===== config.mk =====
export PLATFORM = sky130hd
export DESIGN_NAME = quadrilatero_register_lsu
export DESIGN_NICKNAME = d
export VERILOG_FILES = /design/src/rtl/quadrilatero_pkg.sv /design/src/rtl/quadrilatero_lsu_addr_gen.sv /design/src/rtl/quadrilatero_register_lsu.sv
export SDC_FILE = /design/constraint.sdc
export NUM_CORES = 1
export LEC_CHECK = 0
export BUFFER_PORTS_ARGS = -buffer_cell sky130_fd_sc_hd__buf_2
export CAP_MARGIN = 20
export CORE_ASPECT_RATIO = 0.8
export CORE_MARGIN = 2
export CORE_UTILIZATION = 57
export CTS_CLUSTER_SIZE = 12
export DETAILED_ROUTE_END_ITERATION = 8
export HOLD_SLACK_MARGIN = 0.15
export MAX_ROUTING_LAYER = met4
export PLACE_DENSITY = 0.88
export SLEW_MARGIN = 15
export SYNTH_ARGS = -nofsm -noshare
export SYNTH_HDL_FRONTEND = slang
export SYNTH_SLANG_ARGS = --single-unit

===== constraint.sdc =====
create_clock -name clk_i -period 5.95 [get_ports clk_i]
set_clock_uncertainty 0.05 [all_clocks]
set_input_delay 0.595 -clock clk_i [delete_from_list [all_inputs] [get_ports clk_i]]
set_output_delay 0.595 -clock clk_i [all_outputs]
set_load 0.01 [all_outputs]

===== src/rtl/quadrilatero_pkg.sv =====
// Shared types and constants for the quadrilatero matrix load/store path.
package quadrilatero_pkg;

  localparam int unsigned N_REGS = 8;
  localparam int unsigned N_ROWS = 4;
  localparam int unsigned RLEN   = 128;
  localparam int unsigned WPR    = RLEN / 32;
  localparam int unsigned REG_W  = $clog2(N_REGS);

  // Issued instruction, shared with the issue controller
  typedef struct packed {
    logic [REG_W-1:0] operand_reg;
    logic [31:0]      addr;
    logic [31:0]      stride;
    logic             is_store;
  } lsu_instr_t;

  // CSR configuration captured together with the instruction
  typedef struct packed {
    logic [7:0] n_row;
    logic [7:0] n_col_bytes;
  } lsu_conf_t;

  typedef enum logic [1:0] {
    IDLE,
    REQ,
    DRAIN,
    DONE
  } lsu_state_e;

endpackage


===== src/rtl/quadrilatero_lsu_addr_gen.sv =====
// Request-side walker: row/word counters, running byte address and last-request flag.
module quadrilatero_lsu_addr_gen #(
  parameter int unsigned ROW_W  = 2,
  parameter int unsigned WORD_W = 2
) (
  input  logic              clk_i,
  input  logic              rst_ni,
  input  logic              init_i,
  input  logic [31:0]       base_i,
  input  logic [31:0]       stride_i,
  input  logic [ROW_W:0]    rows_i,
  input  logic [WORD_W:0]   words_i,
  input  logic              adv_i,
  output logic [31:0]       addr_o,
  output logic [ROW_W-1:0]  row_o,
  output logic [WORD_W-1:0] word_o,
  output logic              last_o
);

  logic [31:0]       row_base_q, row_base_d;
  logic [31:0]       addr_q, addr_d;
  logic [ROW_W-1:0]  row_q, row_d;
  logic [WORD_W-1:0] word_q, word_d;
  logic              word_last, row_last;

  assign word_last = ({1'b0, word_q} == (words_i - (WORD_W+1)'(1)));
  assign row_last  = ({1'b0, row_q} == (rows_i - (ROW_W+1)'(1)));

  // Next position: restart at base, or step one word; a row change adds the stride
  // to the row base so the word offset never has to be multiplied out.
  always_comb begin
    row_base_d = row_base_q;
    addr_d     = addr_q;
    row_d      = row_q;
    word_d     = word_q;
    if (init_i) begin
      row_base_d = base_i;
      addr_d     = base_i;
      row_d      = '0;
      word_d     = '0;
    end else if (adv_i) begin
      if (word_last) begin
        word_d     = '0;
        row_d      = row_q + ROW_W'(1);
        row_base_d = row_base_q + stride_i;
        addr_d     = row_base_q + stride_i;
      end else begin
        word_d = word_q + WORD_W'(1);
        addr_d = addr_q + 32'd4;
      end
    end
  end

  // Position registers
  always_ff @(posedge clk_i or negedge rst_ni) begin
    if (!rst_ni) begin
      row_base_q <= '0;
      addr_q     <= '0;
      row_q      <= '0;
      word_q     <= '0;
    end else begin
      row_base_q <= row_base_d;
      addr_q     <= addr_d;
      row_q      <= row_d;
      word_q     <= word_d;
    end
  end

  assign addr_o = addr_q;
  assign row_o  = row_q;
  assign word_o = word_q;
  assign last_o = word_last & row_last;

endmodule


===== src/rtl/quadrilatero_register_lsu.sv =====
// Matrix load/store execution stage: walks rows x words between OBI memory and the RF.
module quadrilatero_register_lsu
  import quadrilatero_pkg::*;
#(
  parameter int unsigned MAX_OUTSTANDING = 2
) (
  input  logic                                     clk_i,
  input  logic                                     rst_ni,
  input  logic                                     start_i,
  input  lsu_instr_t                               instr_i,
  input  lsu_conf_t                                conf_i,
  output logic                                     busy_o,
  output logic                                     done_o,
  output logic                                     mem_req_o,
  input  logic                                     mem_gnt_i,
  output logic [31:0]                              mem_addr_o,
  output logic                                     mem_we_o,
  output logic [3:0]                               mem_be_o,
  output logic [31:0]                              mem_wdata_o,
  input  logic                                     mem_rvalid_i,
  input  logic [31:0]                              mem_rdata_i,
  output logic                                     rf_we_o,
  output logic [REG_W-1:0]                         rf_reg_o,
  output logic [$clog2(N_ROWS)+$clog2(WPR)-1:0]    rf_waddr_o,
  output logic [31:0]                              rf_wdata_o,
  output logic [$clog2(N_ROWS)+$clog2(WPR)-1:0]    rf_raddr_o,
  input  logic [31:0]                              rf_rdata_i
);

  localparam int unsigned ROW_W  = $clog2(N_ROWS);
  localparam int unsigned WORD_W = $clog2(WPR);
  localparam int unsigned OUT_W  = $clog2(MAX_OUTSTANDING + 1);

  lsu_state_e        state_q, state_d;
  logic [REG_W-1:0]  reg_q;
  logic [31:0]       stride_q;
  logic              store_q;
  logic [ROW_W:0]    rows_q;
  logic [WORD_W:0]   words_q;
  logic [OUT_W-1:0]  outst_q, outst_d;
  logic [ROW_W-1:0]  pr_q;
  logic [WORD_W-1:0] pw_q;

  logic [ROW_W:0]    rows_eff;
  logic [WORD_W:0]   words_eff;
  logic [7:0]        n_words;
  logic              accept, in_req, active, gnt_hs, rsp_hs, last_req;
  logic [31:0]       req_addr;
  logic [ROW_W-1:0]  rr;
  logic [WORD_W-1:0] rw;

  // Clamp the requested shape to the register geometry; partial words are dropped
  assign n_words   = conf_i.n_col_bytes >> 2;
  assign rows_eff  = (conf_i.n_row > 8'(N_ROWS)) ? (ROW_W+1)'(N_ROWS) : (ROW_W+1)'(conf_i.n_row);
  assign words_eff = (n_words > 8'(WPR)) ? (WORD_W+1)'(WPR) : (WORD_W+1)'(n_words);

  assign accept   = (state_q == IDLE) && start_i;
  assign in_req   = (state_q == REQ);
  assign active   = (state_q == REQ) || (state_q == DRAIN);
  assign gnt_hs   = mem_req_o && mem_gnt_i;
  // Responses only count while an instruction owns the port and one is actually owed
  assign rsp_hs   = mem_rvalid_i && active && (outst_q != '0);

  quadrilatero_lsu_addr_gen #(
    .ROW_W  (ROW_W),
    .WORD_W (WORD_W)
  ) u_addr_gen (
    .clk_i    (clk_i),
    .rst_ni   (rst_ni),
    .init_i   (accept),
    .base_i   (instr_i.addr),
    .stride_i (stride_q),
    .rows_i   (rows_q),
    .words_i  (words_q),
    .adv_i    (gnt_hs),
    .addr_o   (req_addr),
    .row_o    (rr),
    .word_o   (rw),
    .last_o   (last_req)
  );

  // Next-state logic
  always_comb begin
    state_d = state_q;
    unique case (state_q)
      IDLE:    if (start_i) state_d = ((rows_eff == '0) || (words_eff == '0)) ? DONE : REQ;
      REQ:     if (gnt_hs && last_req) state_d = DRAIN;
      DRAIN:   if (outst_q == '0) state_d = DONE;
      DONE:    state_d = IDLE;
      default: state_d = IDLE;
    endcase
  end

  // Outstanding count: grant adds one, response retires one, both together cancel
  always_comb begin
    outst_d = outst_q;
    if (gnt_hs && !rsp_hs)      outst_d = outst_q + OUT_W'(1);
    else if (!gnt_hs && rsp_hs) outst_d = outst_q - OUT_W'(1);
  end

  // State, latched instruction and response position
  always_ff @(posedge clk_i or negedge rst_ni) begin
    if (!rst_ni) begin
      state_q  <= IDLE;
      reg_q    <= '0;
      stride_q <= '0;
      store_q  <= 1'b0;
      rows_q   <= '0;
      words_q  <= '0;
      outst_q  <= '0;
      pr_q     <= '0;
      pw_q     <= '0;
    end else begin
      state_q <= state_d;
      outst_q <= outst_d;
      if (accept) begin
        reg_q    <= instr_i.operand_reg;
        stride_q <= instr_i.stride;
        store_q  <= instr_i.is_store;
        rows_q   <= rows_eff;
        words_q  <= words_eff;
        pr_q     <= '0;
        pw_q     <= '0;
      end else if (rsp_hs) begin
        if ({1'b0, pw_q} == (words_q - (WORD_W+1)'(1))) begin
          pw_q <= '0;
          pr_q <= pr_q + ROW_W'(1);
        end else begin
          pw_q <= pw_q + WORD_W'(1);
        end
      end
    end
  end

  assign busy_o      = (state_q != IDLE);
  assign done_o      = (state_q == DONE);
  assign mem_req_o   = in_req && (outst_q < OUT_W'(MAX_OUTSTANDING));
  assign mem_addr_o  = in_req ? req_addr : '0;
  assign mem_we_o    = in_req && store_q;
  assign mem_be_o    = 4'hF;
  assign mem_wdata_o = (in_req && store_q) ? rf_rdata_i : '0;
  assign rf_raddr_o  = (in_req && store_q) ? {rr, rw} : '0;
  assign rf_reg_o    = reg_q;
  assign rf_we_o     = rsp_hs && !store_q;
  assign rf_waddr_o  = rf_we_o ? {pr_q, pw_q} : '0;
  assign rf_wdata_o  = rf_we_o ? mem_rdata_i : '0;

endmodule


== Yosys cells after proc, flatten, opt, wreduce, memory -nomap -nowiden ==
Cells that the tools add are included.

* Register bits after elaboration: 118
* Memories kept: 0
* Bits in latches: 0
* Word-level logic and storage cells: 97
* Memory bits (read-only): 0
* Bits in writable memories: 0
* Input port bits: 153

* Div/mod/pow operators: 0
* Equal/unequal tests: 9
* Bitwise gates (word level): 1
* $add $sub $neg: 10
* Reduce and logical (&&, ||, !) cells: 29
* Shift operators: 0
* Multiply operators: 0
* Mux-type cells: 32
* $lt $le $gt $ge: 3

{| class="wikitable"
|+ Operators with widths
! operator !! number
|-
| $mux 32 || 9
|-
| $mux 2 || 18
|-
| $add 32x3->32 const B || 1
|-
| $add 32x32->32 || 1
|-
| $reduce_bool 2->1 || 7
|-
| $add 2x1->2 const B || 5
|-
| $logic_and 1x1->1 || 10
|-
| $eq 2x3->1 || 3
|-
| $gt 8x3->1 const B || 1
|-
| $mux 4 || 2
|-
| $pmux 2 s4 || 1
|-
| $gt 6x3->1 const B || 1
|-
| $logic_not 3->1 || 2
|-
| $mux 3 || 2
|-
| $sub 3x1->3 const B || 2
|-
| $eq 2x2->1 const B || 2
|-
| $logic_not 2->1 || 2
|-
| $ne 2x1->1 const B || 2
|-
| $reduce_and 2->1 || 2
|-
| $logic_not 1->1 || 3
|-
| $reduce_and 3->1 || 1
|-
| $eq 2x1->1 const B || 1
|-
| $logic_or 1x1->1 || 2
|-
| $lt 2x2->1 const B || 1
|-
| 3 further kinds || 3
|}

== Depth between registers and ports, before layout ==
Gate-level depths: netlist (run 1).

* Word-level depth: 7
* Depth in mapped cells: 11
* Gate-level depth less buffers: 11

== Modules after synthesis ==
A second synthesis (run 1) with hierarchy kept.

* Cell total of the unflattened synthesis: 1,055
* Area total of the unflattened synthesis: 8,539.4 µm²

{| class="wikitable"
|+ By module, submodules not included
! module !! sequential area each (µm²) !! times used !! cells each !! area each (µm²)
|-
| quadrilatero_lsu_addr_gen || 1,701.6 || 1 || 694 || 5,616.6
|-
| quadrilatero_register_lsu || 1,251.2 || 1 || 361 || 2,922.8
|}

== Worst setup path before layout (run 1) ==
OpenSTA, ideal clock, no wires.

* Path kind: reg2reg
* Start: register stride_q[0]
* End: register u_addr_gen.addr_q[24], in the netlist u_addr_gen.addr_o[24]
* Buffers on the path: 0
* Setup slack: 3,417 ps
* Period minus slack after synthesis: 2,533 ps
* Data required time: 5,818 ps
* Cell stages (with the launch flop): 12
* Arrival time: 2,401 ps
* Cells stage by stage: dfrtp_1 -> ha_1 -> inv_1 -> fa_1 -> and2b_1 -> o31a_1 -> o211a_1 -> o21ai_1 -> nor3_1 -> a21oi_1 -> or4_1 -> a31oi_1

* Longest elaborated chain between the ends: 4

{| class="wikitable"
|+ RTL lines
! what !! RTL line !! text
|-
| from (decl) || quadrilatero_register_lsu.sv:36 || <nowiki>logic [31:0] stride_q;</nowiki>
|-
| from (signal assigned) || quadrilatero_register_lsu.sv:118 || <nowiki>stride_q <= instr_i.stride;</nowiki>
|-
| $add 32x32->32 || quadrilatero_lsu_addr_gen.sv:46 || <nowiki>addr_d = row_base_q + stride_i;</nowiki>
|-
| $mux 32 || quadrilatero_lsu_addr_gen.sv:42 || <nowiki>if (word_last) begin</nowiki>
|-
| $mux 32 || quadrilatero_lsu_addr_gen.sv:41 || <nowiki>end else if (adv_i) begin</nowiki>
|-
| $mux 32 || quadrilatero_lsu_addr_gen.sv:36 || <nowiki>if (init_i) begin</nowiki>
|-
| to (signal assigned) || quadrilatero_lsu_addr_gen.sv:63 || <nowiki>addr_q <= addr_d;</nowiki>
|-
| to (decl) || quadrilatero_lsu_addr_gen.sv:21 || <nowiki>logic [31:0] addr_q, addr_d;</nowiki>
|}

Every way passes these cells. The select of a mux whose other input is x is not followed.
A chain may end at the register's enable or synchronous reset.

== Worst setup path after layout (run 1) ==
* Start: register state_q[1]
* End: register u_addr_gen.addr_q[31], in the netlist u_addr_gen.addr_o[31]

* Longest elaborated chain between the ends: 4
* Elaborated cells on any way between the ends: 7
* Classes of those cells: eq/ne: 1; mux: 1; reduce/logical: 5

{| class="wikitable"
|+ RTL lines
! what !! RTL line !! text
|-
| from (decl) || quadrilatero_register_lsu.sv:34 || <nowiki>lsu_state_e state_q, state_d;</nowiki>
|-
| from (signal assigned) || quadrilatero_register_lsu.sv:114 || <nowiki>state_q <= state_d;</nowiki>
|-
| $eq 2x1->1 || quadrilatero_register_lsu.sv:58 || <nowiki>assign in_req = (state_q == REQ);</nowiki>
|-
| $logic_and 1x1->1 || quadrilatero_register_lsu.sv:137 || <nowiki>assign mem_req_o = in_req && (outst_q < OUT_W'(MAX_OUTSTANDING));</nowiki>
|-
| $logic_and 1x1->1 || quadrilatero_register_lsu.sv:60 || <nowiki>assign gnt_hs = mem_req_o && mem_gnt_i;</nowiki>
|-
| $reduce_bool 2->1 (no line) || n/a ||
|}

Several ways; a longest one is shown, not always the timed one.

==> results of run 1 <==
-- per-stage QoR --
| stage | cell area (sq um) | std cells | setup slack [ns] | utilization (%) |
|---|---|---|---|---|
| after floorplan | 8591 | 1086 | 3.417 | - |
| after CTS | 10650 | 1510 | 2.461 | 71.64 |
| after global placement | 9942 | 1478 | 2.567 | 66.89 |
| final | 10660 | 1514 | 2.351 | 71.71 |
| after detailed placement | 9942 | 1478 | 2.493 | 66.89 |
| after global routing | 10660 | 1513 | 2.195 | 71.69 |
-- report_power, final --
| part | leakage [uW] | total, uW | switching [uW] | internal (uW) |
|---|---|---|---|---|
| Clock | 0.000345 | 1250 | 380 | 872 |
| Sequential | 0.00142 | 1550 | 388 | 1160 |
| Combinational | 0.00366 | 3900 | 2390 | 1500 |
-- state kept, by name, summed over array words and instances, names as in the netlist --
register / count
u_addr_gen.row_base_q: 32
state_q: 2
rf_reg_o: 3
pr_q: 2
words_q: 3
stride_q: 32
outst_q: 2
rows_q: 3
u_addr_gen.addr_o: 32
pw_q: 2
u_addr_gen.word_o: 2
store_q: 1
u_addr_gen.row_o: 2
-- worst max path at each step --
stage	from	end	slack, ns	depth (start not counted)
global route	state_q[1]	u_addr_gen.addr_o[31]	2.20	13
detailed placement	state_q[1]	u_addr_gen.addr_o[31]	2.49	13
CTS	state_q[1]	u_addr_gen.addr_o[31]	2.46	13
floorplan	stride_q[0]	u_addr_gen.addr_o[24]	3.42	11
global placement	state_q[1]	u_addr_gen.addr_o[31]	2.57	13
finish	state_q[1]	u_addr_gen.addr_o[31]	2.35	13
-- worst register-to-register path, cell delays in order, from the launching register on --
cell and delay [ns]:
dfrtp_1 0.40, inv_1 0.12, ha_2 0.19, and2b_1 0.16, nand2_1 0.07, buf_4 0.24
inv_1 0.57, nand2_1 0.49, nor2_1 0.37, buf_4 0.28, nand3_1 0.11, a41oi_1 0.22
nor3_2 0.09, o221a_2 0.13
-- kinds of logic (layout without fill, tap and decap cells) --
logic type / Yosys count / in the layout / synth area share (%)
adder cells (fa/ha/maj): 41 / 41 / 6.067
AO/OA/AOI/OAI: 285 / 285 / 21.45
buffers and inverters: 89 / 324 / 4.185
multiplexers: 4 / 4 / 0.4813
other: 1 / 8 / 0.04371
flip-flops: 118 / 118 / 34.42
AND/OR/NAND/NOR: 503 / 503 / 29.07
XOR/XNOR: 42 / 42 / 4.288
-- cell usage after synthesis (3+ instances only) --
master	number
nand2_1	187
dfrtp_1	118
nor2_1	86
a21oi_1	77
and2_1	72
o21ai_0	68
clkbuf_1	50
and3_1	45
nand3_1	44
ha_1	40
xnor2_1	27
inv_1	21
nor3_1	21
a31oi_1	20
a21o_1	18
o22ai_1	15
xor2_1	15
a211oi_1	13
o211ai_1	12
o21a_1	8
or3_1	8
buf_2	7
nand4_1	7
buf_1	6
o21bai_1	5
a221oi_1	4
buf_4	4
o21ai_1	4
mux2i_1	3
nand2b_1	3
nor2b_1	3
nor3b_1	3
o22a_1	3
o31a_1	3
o31ai_1	3
or4_1	3
-- final cells by class --
cell class                 instances  area [sq um]
sequential                       118          2953
antenna                            4         10.01
timing repair buffer             271          1381
multi-input combinational        879          5293
clock inverter                     8         215.2
tap                              189         236.5
inverter                          21         78.83
fill                            1180          4205
clock buffer                      24         491.7
-- per-layer routing --
layer	wire length (microns)	part of all wire [%]	global-route usage [%]
met4	896	2.9	13.00
met1	12490	41	53.76
met3	3748	12	10.54
met5	0	0	-
met2	13690	44	57.41
==> flow_metrics.tcl, run 1 <==
set metrics [dict create \
    wl_per_cell_microns 20.36 \
    synth_area_leader_cell "dfrtp_1" \
    critPathCaptureType "flip-flop" \
    max_freq_mhz 277.9 \
    initialDrtViolationCount 1226 \
    core_sq_mm 0.01486 \
    insertion_delay_ns 0.43 \
    grt_pass1_wl_microns 47650 \
    layout_commonest_cell "buf_2" \
    drc 0 \
    drive_above_1_share_pct 24.60 \
    fp.dieH_microns 113.7 \
    initial_utilization_pct 57.72 \
    synthArstFlopShare_pct 100.0 \
    crit_path_cell_trace "inv_1, ha_2, and2b_1, nand2_1, buf_4, inv_1, nand2_1, nor2_1, buf_4, nand3_1, a41oi_1, nor3_2, o221a_2" \
    timing.rr.end "u_addr_gen.addr_o[31]" \
    cts.sinks 118 \
    fin_nets 1502 \
    power.density_mw_per_mm2 628.5 \
    wl_microns 30820 \
    place_hpwl_microns 21810 \
    total_power_uw 6700 \
    grt_pass1_vias 8680 \
    fin_setup_tns_ns 0 \
    syn-mean-instance-area_sq_um 7.922 \
    cp.arrival_ns 3.85 \
    grt_max_degree 73 \
    dieWidth_microns 141.2 \
    crit_required_ns 6.21 \
    ff2ff_path_depth 13 \
    post_cts_buffers 0 \
    htreeDepth 4 \
    synth_edf_count 0 \
    dr_total_vias 9442 \
    clk_pin_slew_ns 0.06 \
    period_share_pct 60.49 \
    via_per_inst 6.236 \
    critical_path_class "flip-flop to flip-flop" \
    crit_family "simple AND/OR/NAND/NOR gates" \
    cts_root_buf "clkbuf_16" \
    synth_top_area_share_pct 34.42 \
    numCtsBuffers 17 \
    synthTopCellsByArea "dfrtp_1, nand2_1, ha_1, and2_1, a21oi_1" \
    finalSetupViolations 0 \
    rsz0062_at_grt "false" \
    clockBufferDepth 2 \
    yosys_most_used_dff "dfrtp_1" \
    ys_ff_latch 118 \
    gp_congestion 0.9952 \
    critPathSlowestCell "inv_1" \
    hold_path_class "primary input to async pin" \
    cts_resized 0 \
    ys_types 79 \
    maxSlewViolCount 0 \
    worst-r2r-setup-slack_ns 2.35 \
    hold_slack_ns 0.1741 \
    area_growth_pct 24.24 \
    cp-start-kind "flip-flop" \
    syn_area_sq_mm 0.008579 \
    synth_warnings 0 \
    status "completed" \
    yosysSeqAreaShare_pct 34.42 \
    final_antenna_net_count 0 \
    final_cell_mix "buf_2, nand2_1, dfrtp_1, nor2_1, a21oi_1" \
    p_leak_uw 0.005428 \
    tightest_slew_ns 1.025 \
    antenna_found_initial 4 \
    cap_violations 0 \
    io_buffer_count 262 \
    worstPathMaxFanout 19 \
    min_period_ns 3.599 \
    design.portCount 269 \
    dieArea_sq_mm 0.01606 \
    slowest_delay_ns 0.57 \
    first_pass_iters 7 \
    netlist_instances 1083 \
    ir_drop_mv 0.3689 \
    relSlewSlack_pct 31.61 \
    grt-ovfl-total 0 \
    rr_startpoint "state_q[1]" \
    grt_use_total_pct 39.40 \
    final-hold-violation-count 0 \
    cts_hold_buf 0 \
    path_buf_inv 4 \
    row_count 40 \
    cts_tree "yes" \
]
Power figures use the tool's default switching activity.
==> inputs of run 2 (changes only) <==
--- a/config.mk
+++ b/config.mk
@@ -9,12 +9,12 @@
 export CAP_MARGIN = 20
 export CORE_ASPECT_RATIO = 0.8
 export CORE_MARGIN = 2
-export CORE_UTILIZATION = 57
+export CORE_UTILIZATION = 47
 export CTS_CLUSTER_SIZE = 12
 export DETAILED_ROUTE_END_ITERATION = 8
 export HOLD_SLACK_MARGIN = 0.15
 export MAX_ROUTING_LAYER = met4
-export PLACE_DENSITY = 0.88
+export PLACE_DENSITY = 0.77
 export SLEW_MARGIN = 15
 export SYNTH_ARGS = -nofsm -noshare
 export SYNTH_HDL_FRONTEND = slang
==> constraint.sdc (replaced) <==
create_clock -name clk_i -period 3.3 [get_ports clk_i]
set_clock_uncertainty 0.05 [all_clocks]
set_input_delay 0.33 -clock clk_i [delete_from_list [all_inputs] [get_ports clk_i]]
set_output_delay 0.33 -clock clk_i [all_outputs]
set_load 0.01 [all_outputs]
==> flow_metrics.tcl, run 2 (synthesis results as in run 1) <==
set metrics [dict create \
    status "completed" \
    cts_tree "yes" \
    worst-r2r-setup-slack_ns 0.31 \
    post-route-util_pct 62.44 \
    antenna_found_initial 1 \
    htreeDepth 4 \
    max_freq_mhz 334.6 \
    cp-start-kind "flip-flop" \
    fin_setup_tns_ns 0 \
    first_pass_iters 8 \
    io_buffer_count 262 \
    critical_path_class "flip-flop to flip-flop" \
    rsz0062_at_grt "false" \
    fin_nets 1567 \
    worstPathMaxFanout 4 \
    place_hpwl_microns 22240 \
    hold_slack_ns 0.1622 \
    design.portCount 269 \
    clk_pin_slew_ns 0.05 \
    rr_startpoint "stride_q[0]" \
    timing.rr.end "u_addr_gen.addr_o[24]" \
    preCtsSetupSlack_ns 0.4268 \
    gp_congestion 0.9666 \
    final_antenna_net_count 0 \
    cap_violations 0 \
    setup_ws_ns 0.3110 \
    post_cts_buffers 0 \
    drive_above_1_share_pct 24.08 \
    dieArea_sq_mm 0.01936 \
    finalSetupViolations 0 \
    drc 0 \
    grt_pass1_vias 9077 \
    period_share_pct 90.58 \
    p_leak_uw 0.005665 \
    cts_root_buf "clkbuf_16" \
    fill_cells 1610 \
    relSlewSlack_pct 46.17 \
    dieWidth_microns 155.1 \
    grt_use_total_pct 32.63 \
    tightest_slew_ns 0.8055 \
    grt_pass1_wl_microns 48460 \
    power.density_mw_per_mm2 1047 \
    row_count 44 \
    insertion_delay_ns 0.42 \
    final-hold-violation-count 0 \
    ir_drop_mv 0.5295 \
    hold_path_class "primary input to flip-flop" \
    cp.arrival_ns 3.27 \
    area_growth_pct 31.02 \
    maxSlewViolCount 0 \
    wl_per_cell_microns 19.00 \
    wl_microns 30660 \
    min_period_ns 2.989 \
    final_cell_mix "buf_2, nand2_1, dfrtp_1, nor2_1, a21oi_1" \
    crit_required_ns 3.58 \
    core_sq_mm 0.01800 \
    dr_total_vias 9361 \
    critPathCaptureType "flip-flop" \
    grt_max_degree 119 \
    crit_path_end "u_addr_gen.addr_o[24]" \
    clockBufferDepth 2 \
    fp.dieH_microns 124.8 \
    layout_commonest_cell "buf_2" \
    grt-ovfl-total 0 \
    initialDrtViolationCount 885 \
    ff2ff_path_depth 11 \
    via_per_inst 5.800 \
    numCtsBuffers 17 \
    cts.sinks 118 \
    crit_start "stride_q[0]" \
    initial_utilization_pct 47.66 \
]
## run 2: metal layers
metal  up-vias  GRT usage [%]  part of all wire (%)
met5         -              -                     0
met4         0          7.571                   1.6
met3        45          6.785                   8.2
met2       433          51.79                    47
met1      4492          43.07                    43
li1       4391              -                     -
## run 2: how the worst min path moves through the flow
| stage | from | end | slack (ns) | cells after the start |
|---|---|---|---|---|
| after global routing | instr_i[54] | u_addr_gen.row_base_q[21] | 0.17 | 3 |
| final | instr_i[46] | u_addr_gen.row_base_q[13] | 0.16 | 3 |
| after CTS | instr_i[46] | u_addr_gen.row_base_q[13] | 0.16 | 3 |
| after floorplan | rst_ni | outst_q[0] | -0.02 | 0 |
| after detailed placement | rf_reg_o[0] | rf_reg_o[0] | 0.41 | 2 |
| after global placement | rf_reg_o[0] | rf_reg_o[0] | 0.41 | 2 |
## run 2: cell type report
type                            instances  area [sq um]  share of cell area (%)
Antenna cell                            1         2.502                 0.02226
Clock buffer                           26         519.2                   4.619
Clock inverter                          3         65.06                  0.5788
Inverter                               21         78.83                  0.7012
Multi-Input combinational cell        879          5293                   47.08
Sequential cell                       118          2953                   26.27
Tap cell                              230         287.8                   2.560
Timing Repair Buffer                  336          2042                   18.17
## run 2: timing repair
item                                   in CTS  in global routing
endpoints found under the hold margin     178                  0
hold buffers                               54                  0
resized for setup                           0                  0
## run 2: stage by stage
stage / area [sq um] / cells / power, uW
floorplan: 8591 / 1086 / 7652
global placement: 10110 / 1530 / 9531
detailed placement: 10110 / 1530 / 9662
CTS: 11240 / 1613 / 11640
global route: 11240 / 1614 / 12640
finish: 11240 / 1614 / 11770
## run 2: report_power, final
| part | switching [uW] | internal, uW | total (uW) |
|---|---|---|---|
| registers | 663 | 2100 | 2760 |
| logic | 4310 | 2830 | 7140 |
| clock network | 651 | 1220 | 1870 |
| total | 5620 | 6140 | 11800 |
## run 2: critical path, stage by stage (launching register included)
cell     delay (ns)
dfrtp_1        0.36
ha_1           0.20
inv_1          0.07
fa_1           0.37
and2b_1        0.29
o31a_1         0.20
o211a_1        0.23
o21ai_1        0.12
nor3_1         0.28
a21oi_1        0.15
or4_1          0.41
a31oi_1        0.17
